**src/rtl/immediate_extractor.sv**
```systemverilog
// Registered RV32I immediate generator for decode.
// Classifies the opcode, extends the immediate, presents it one cycle later.
module immediate_extractor (
  input  logic        clk,
  input  logic        rst,
  input  logic        in_valid,
  input  logic [31:0] instruction,
  output logic [31:0] imm,
  output logic [2:0]  imm_fmt,
  output logic        out_valid,
  output logic        illegal
);

  typedef enum logic [2:0] {
    F_NONE  = 3'd0,
    F_I     = 3'd1,
    F_S     = 3'd2,
    F_B     = 3'd3,
    F_U     = 3'd4,
    F_J     = 3'd5,
    F_SHAMT = 3'd6,
    F_ZIMM  = 3'd7
  } fmt_e;

  localparam logic [6:0] OP_LUI    = 7'b0110111;
  localparam logic [6:0] OP_AUIPC  = 7'b0010111;
  localparam logic [6:0] OP_JAL    = 7'b1101111;
  localparam logic [6:0] OP_JALR   = 7'b1100111;
  localparam logic [6:0] OP_LOAD   = 7'b0000011;
  localparam logic [6:0] OP_MISC   = 7'b0001111;
  localparam logic [6:0] OP_IMM    = 7'b0010011;
  localparam logic [6:0] OP_STORE  = 7'b0100011;
  localparam logic [6:0] OP_BRANCH = 7'b1100011;
  localparam logic [6:0] OP_SYSTEM = 7'b1110011;
  localparam logic [6:0] OP_OP     = 7'b0110011;

  logic [6:0]  op;
  logic [2:0]  funct3;
  logic        sgn;
  fmt_e        fmt_d;
  logic        ill_d;
  logic [31:0] imm_d;

  assign op     = instruction[6:0];
  assign funct3 = instruction[14:12];
  assign sgn    = instruction[31];

  always_comb begin
    fmt_d = F_NONE;
    ill_d = 1'b0;
    if (instruction[1:0] != 2'b11) begin
      ill_d = 1'b1;
    end else begin
      unique case (op)
        OP_LUI, OP_AUIPC:          fmt_d = F_U;
        OP_JAL:                    fmt_d = F_J;
        OP_JALR, OP_LOAD, OP_MISC: fmt_d = F_I;
        OP_IMM:
          fmt_d = (funct3[1:0] == 2'b01) ? F_SHAMT : F_I;
        OP_STORE:                  fmt_d = F_S;
        OP_BRANCH:                 fmt_d = F_B;
        OP_SYSTEM:
          fmt_d = funct3[2] ? F_ZIMM : F_I;
        OP_OP:                     fmt_d = F_NONE;
        default:                   ill_d = 1'b1;
      endcase
    end
  end

  // Pure bit selection; sign comes from instruction[31] in every format.
  always_comb begin
    imm_d = 32'b0;
    unique case (fmt_d)
      F_I:
        imm_d = {{20{sgn}}, instruction[31:20]};
      F_S:
        imm_d = {{20{sgn}}, instruction[31:25],
                 instruction[11:7]};
      F_B:
        imm_d = {{19{sgn}}, sgn, instruction[7],
                 instruction[30:25],
                 instruction[11:8], 1'b0};
      F_U:
        imm_d = {instruction[31:12], 12'b0};
      F_J:
        imm_d = {{11{sgn}}, sgn, instruction[19:12],
                 instruction[20], instruction[30:21],
                 1'b0};
      F_SHAMT:
        imm_d = {27'b0, instruction[24:20]};
      F_ZIMM:
        imm_d = {27'b0, instruction[19:15]};
      default:
        imm_d = 32'b0;
    endcase
  end

  always_ff @(posedge clk) begin
    if (rst) begin
      imm       <= 32'b0;
      imm_fmt   <= 3'd0;
      out_valid <= 1'b0;
      illegal   <= 1'b0;
    end else begin
      out_valid <= in_valid;
      if (in_valid) begin
        imm     <= imm_d;
        imm_fmt <= fmt_d;
        illegal <= ill_d;
      end
    end
  end

endmodule

```
**config.mk**
```make
export PLATFORM = sky130hd
export DESIGN_NAME = immediate_extractor
export DESIGN_NICKNAME = d
export VERILOG_FILES = /design/src/rtl/immediate_extractor.sv
export SDC_FILE = /design/constraint.sdc
export NUM_CORES = 1
export LEC_CHECK = 0
export BUFFER_PORTS_ARGS = -buffer_cell sky130_fd_sc_hd__buf_4
export CAP_MARGIN = 40
export CORE_MARGIN = 4
export CORE_UTILIZATION = 48
export CTS_CLUSTER_DIAMETER = 200
export DETAILED_ROUTE_END_ITERATION = 12
export HOLD_SLACK_MARGIN = 0.08
export PLACE_DENSITY = 0.79
export SLEW_MARGIN = 20
export SYNTH_ARGS = -nofsm -noshare
export SYNTH_HDL_FRONTEND = slang
export SYNTH_SLANG_ARGS = --single-unit
export TNS_END_PERCENT = 1
```
**constraint.sdc**
```tcl
create_clock -name clk -period 1.9 [get_ports clk]
set_input_delay 0.095 -clock clk [delete_from_list [all_inputs] [get_ports clk]]
set_output_delay 0.095 -clock clk [all_outputs]
set_load 0.02 [all_outputs]
```
==> Word level (Yosys, flattened, before mapping) <==
Cells that the tools add are included.
{ "totals": {"reg_bits": 37, "inputBits": 35, "wordCells": 34, "output_inout_bits": 37} }
{ "classes": {"n_mux": 7, "n_reduce_logical": 3, "n_eq_ne": 20} }
{ "ops": {"columns": ["op", "n"], "rows": [
  ["32-bit case mux with 7 select lines", 1],
  ["7-bit == test (second input constant)", 4],
  ["7-bit by 6-bit == test with 1-bit output (second input constant)", 3],
  ["3-bit case mux with 7 select lines", 1],
  ["7-bit by 5-bit == test with 1-bit output (second input constant)", 2],
  ["3-bit == test (second input constant)", 4],
  ["11-bit OR reduction", 1],
  ["3-bit two-way mux", 3],
  ["7-bit by 2-bit == test with 1-bit output (second input constant)", 1],
  ["7-bit by 4-bit == test with 1-bit output (second input constant)", 1],
  ["3-bit by 2-bit == test with 1-bit output (second input constant)", 2],
  ["3-bit by 1-bit == test with 1-bit output (second input constant)", 1],
  ["3-bit OR reduction", 1],
  ["2-bit by 1-bit == test with 1-bit output (second input constant)", 1],
  ["1-bit two-way mux", 2],
  ["2-bit != test (second input constant)", 1],
  ["2-bit OR reduction", 1]
]} }

==> Longest topological paths before layout <==
{ "depth": {"word_depth": 6, "mapped_depth": 7, "depth_no_buf": 6} }

==> Least setup slack after synthesis <==
OpenSTA, ideal clock, no wires.
{ "synth_path": {"path_kind": "in2reg", "startpoint": "in instruction[6]", "endpoint": "reg imm[31]", "path_slack_ns": 0.205, "required_ns": 1.778, "path_buffers": 2, "cell_stages": 6, "setup_ns": 0.122, "arrival_time_ns": 1.573, "cell_sequence": "clkbuf_2 > or4b_4 > a211oi_4 > a211oi_2 > buf_4 > a221o_1"} }
{ "synth_between": {"elab_chain_len": 6, "word_cells_on_any_way": 22, "cone_classes": "17 x eq/ne; 3 x mux; 2 x reduce/logical"} }
{ "synth_rtl": {"columns": ["item", "line_no", "text"], "rows": [
  ["from (decl)", "7", "input logic [31:0] instruction,"],
  ["7-bit == test, or another cell as far along", "54", "unique case (op)"],
  ["3-bit OR reduction / 2-bit OR reduction (equally long branches)", null, null],
  ["3-bit case mux with 7 select lines *", "54", null],
  ["3-bit two-way mux *", "51", "if (instruction[1:0] != 2'b11) begin"],
  ["3-bit == test, or another cell as far along", "73", "unique case (fmt_d)"],
  ["32-bit case mux with 7 select lines *", "73", null],
  ["to (signal assigned)", "107", "imm <= imm_d;"],
  ["to (decl)", "8", "output logic [31:0] imm,"]
]} }
Mark *: on every way between the ends. The rest lies on a longest branch, timed or not.
A chain may end at the register's enable or synchronous reset.

==> Final worst setup path <==
{ "layout_path": {"startpoint": "in instruction[14]", "endpoint": "reg imm[6]"} }
{ "layout_between": {"elab_chain_len": 5, "word_cells_on_any_way": 11, "cone_classes": "7 x eq/ne; 4 x mux"} }
{ "layout_rtl": {"columns": ["item", "line_no", "text"], "rows": [
  ["3-bit two-way mux *", "63", "fmt_d = funct3[2] ? F_ZIMM : F_I;"],
  ["3-bit case mux with 7 select lines *", "54", null],
  ["3-bit two-way mux *", "51", null],
  ["3-bit == test, or another cell as far along", "73", null],
  ["32-bit case mux with 7 select lines *", "73", null]
]} }
Marks and branches as above.

==> flow_metrics.env <==
export IMPL_power_per_cell_area_nw_per_um2=637
export IMPL_insertion_delay_ns=0.29
export IMPL_r2r_cells=3
export IMPL_dpl_hpwl_mm=4.18
export IMPL_stdcell_count=341
export IMPL_drv_cap=0
export IMPL_synth_seq_cells=37
export IMPL_synth_fa_ha_area_frac=0
export IMPL_worst_setup_path_end_kind="flop"
export IMPL_dp_cells=317
export IMPL_clock_path_buffers=2
export IMPL_crit_path_top_delay_cell="a211oi_1"
export IMPL_synth_simple_gate_area_frac=0.221
export IMPL_power_net_switching_mw=0.445
export IMPL_rsz0062_at_grt="no"
export IMPL_synth_area_leaders="dfxtp_1, a221o_1, nand3_1, nor2_1, a22o_1"
export IMPL_drtAntennaViolNets=0
export IMPL_hold_violations=0
export IMPL_clkPwrFrac=0.395
export IMPL_dieArea_um2=4780
export IMPL_synth_cell_types=43
export IMPL_synth_largest_area_cell="dfxtp_1"
export IMPL_muxShareOfSynthArea=0.0119
export IMPL_ios=72
export IMPL_grt_overflow=0
export IMPL_cts_resized=0
export IMPL_ys_warn_count=0
export IMPL_sw_frac_of_total=0.253
export IMPL_drive_gt1_frac=0.373
export IMPL_cts_buffers=5
export IMPL_status="completed"
export IMPL_p_seq_frac=0.450
export IMPL_yosys_cell_count_top_type="dfxtp_1"
export IMPL_criticalPathCategory="in -> reg"
export IMPL_ir_drop_mv=0.408
export IMPL_synth_area_per_cell_um2=9.30
export IMPL_crit_chain="dlygate4sd3_1, buf_4, nand3_1, a211oi_4, a211oi_1, a22o_1"
export IMPL_grt_usage=0.263
export IMPL_syn_cell_area_um2=1790
export IMPL_drt_initial_drc_count=280
export IMPL_h_tree_depth=2
export IMPL_maxSlewViolCount=0
export IMPL_area_growth_pct=54.0
export IMPL_cts_tree="yes"
export IMPL_fillers=248
export IMPL_grt_max_degree=21
export IMPL_initial_utilization=0.517
export IMPL_fmax_ghz=0.572
export IMPL_vias=2086
export IMPL_synth_top_family_by_area="compound AO/OA/AOI/OAI gates"
export IMPL_wl_mm=6.28
export IMPL_postCtsSetupRepairBufs=0
export IMPL_drtPass1Iterations=5
export IMPL_drc=0
export IMPL_seq_area_frac_synth=0.413
export IMPL_period_share=0.920
export IMPL_setup_viol=0
export IMPL_cp_depth=6
export IMPL_antenna_cells=0
export IMPL_synth_edf_count=0
export IMPL_hold_class="in -> reg"
export IMPL_viasPerCell=6.12
export IMPL_clkTransAtPathRegs_ns=0.08
export IMPL_critPathRequiredTime_ns=2.14
export IMPL_synthCells=193
export IMPL_holdWs_ns=0.0875
export IMPL_setup_tns_ns=0
export IMPL_cts_sinks=37
export IMPL_leakage_nw=1.17
export IMPL_core_area_um2=3470
export IMPL_startpoint_type="input port"
export IMPL_holdPathStages=3
export IMPL_synth_compound_area_frac=0.305
export IMPL_syn_num_nets=228
export IMPL_ys_flop_type="dfxtp_1"
export IMPL_cp_max_fo=6
export IMPL_grt_pass1_wl_mm=10.3
export IMPL_synth_xor_area_frac=0.00488
export IMPL_finalCriticalPeriod_ns=1.75
export IMPL_routabilityCongestion=0.884
export IMPL_nNetsFinal=329
export IMPL_worst_pin_slew_ns=0.858
export IMPL_antenna_found_initial=0
export IMPL_netlist_top_cells_count="dfxtp_1, a221o_1, nor2_1"
export IMPL_internal_power_mw=1.32
export IMPL_cp_num_buf_inv=2
export IMPL_async_flop_share=0
export IMPL_fp_dieW_um=69.1
export IMPL_numPortBuffers=71
export IMPL_clock_skew_ns=0
export IMPL_root_buffer="clkbuf_8"
export IMPL_grt_pass1_vias=1983
export IMPL_path_delay_family="compound AO/OA/AOI/OAI gates"
export IMPL_num_rows=21
export IMPL_die_height_um=69.1
export IMPL_cp_arrival_ns=1.99
export IMPL_final_util=0.797
export IMPL_wl_per_cell_um=18.4
export IMPL_max_stage_delay_ns=0.73
export IMPL_yosysTopAreaCellShare=0.413
export IMPL_p_comb_frac=0.155
export IMPL_slew_headroom=0.424
==> tightest hold or removal path, cell delays in order <==
cell	delay, ns
buf_4	0.11
nand2_1	0.05
a311oi_1	0.08
==> stage by stage <==
| stage | area [µm²] | power (mW) | worst slack (ns) |
|---|---|---|---|
| final | 2760 | 1.76 | 0.153 |
| after CTS | 2760 | 1.75 | 0.136 |
| after floorplan | 1790 | 0.916 | 0.205 |
| after global placement | 2490 | 1.05 | -0.0361 |
| after detailed placement | 2490 | 1.05 | -0.0945 |
| after global routing | 2760 | 1.81 | 0.0867 |
==> final cells by class <==
class	count	area [µm²]	share of cell area
well taps	46	57.6	0.0208
clock inverters	3	46.3	0.0168
flip-flops and latches	37	741	0.268
repair buffers	108	851	0.308
multi-input cells	137	980	0.355
clock buffers	5	68.8	0.0249
inverters	5	18.8	0.00679
==> per-layer routing <==
layer / vias up / track usage / share of wire
li1: 949 / - / -
met1: 987 / 0.321 / 0.41
met2: 125 / 0.440 / 0.48
met3: 25 / 0.0712 / 0.078
met4: 0 / 0.0998 / 0.026
met5: - / 0 / 0
==> sequential cells by signal, summed over array words and instances, names as in the netlist <==
register / count
imm: 32
imm_fmt: 3
illegal: 1
out_valid: 1
==> path summary, 6_finish.rpt <==
check | from | end | slack [ns]
max reg2reg | imm[2]$_SDFFE_PP0P_ | imm[2]$_SDFFE_PP0P_ | 0.91
min reg2reg | imm[0]$_SDFFE_PP0P_ | imm[0]$_SDFFE_PP0P_ | 0.47
min | instruction[15] | imm[15]$_SDFFE_PP0P_ | 0.09
max | instruction[14] | imm[6]$_SDFFE_PP0P_ | 0.15
==> cells by family (layout without fill, tap and decap cells) <==
family	after synthesis	in the layout
and+or+nand+nor	71	71
xor gates and xnor gates	1	1
muxes	2	2
AOI/OAI and AO/OA	63	63
DFF	37	37
buffers and inverters	19	121
==> cells in the final DEF (no fill, tap or decap), types with 6 or more instances in the layout <==
cell type,n
nand2_1,13
nand2b_1,7
dlygate4sd3_1,16
a22o_1,6
buf_4,92
a221o_1,18
a22oi_1,6
dfxtp_1,37
and3_1,7
nor2_1,14
nand3_1,11
==> timing repair <==
item,CTS,global route
endpoints found under the hold margin,22,0
hold buffers,16,0
endpoints found under the setup margin,0,0
==> power groups by stage <==
stage | logic [mW] | registers, mW | clock network [mW]
6_report | 0.273 | 0.792 | 0.694
3_3_place_gp | 0.237 | 0.810 | 0
5_1_grt | 0.293 | 0.794 | 0.722
3_5_place_dp | 0.239 | 0.810 | 0
4_1_cts | 0.267 | 0.792 | 0.689
2_1_floorplan | 0.0923 | 0.824 | 0
(Power assumes the default switching activity.)
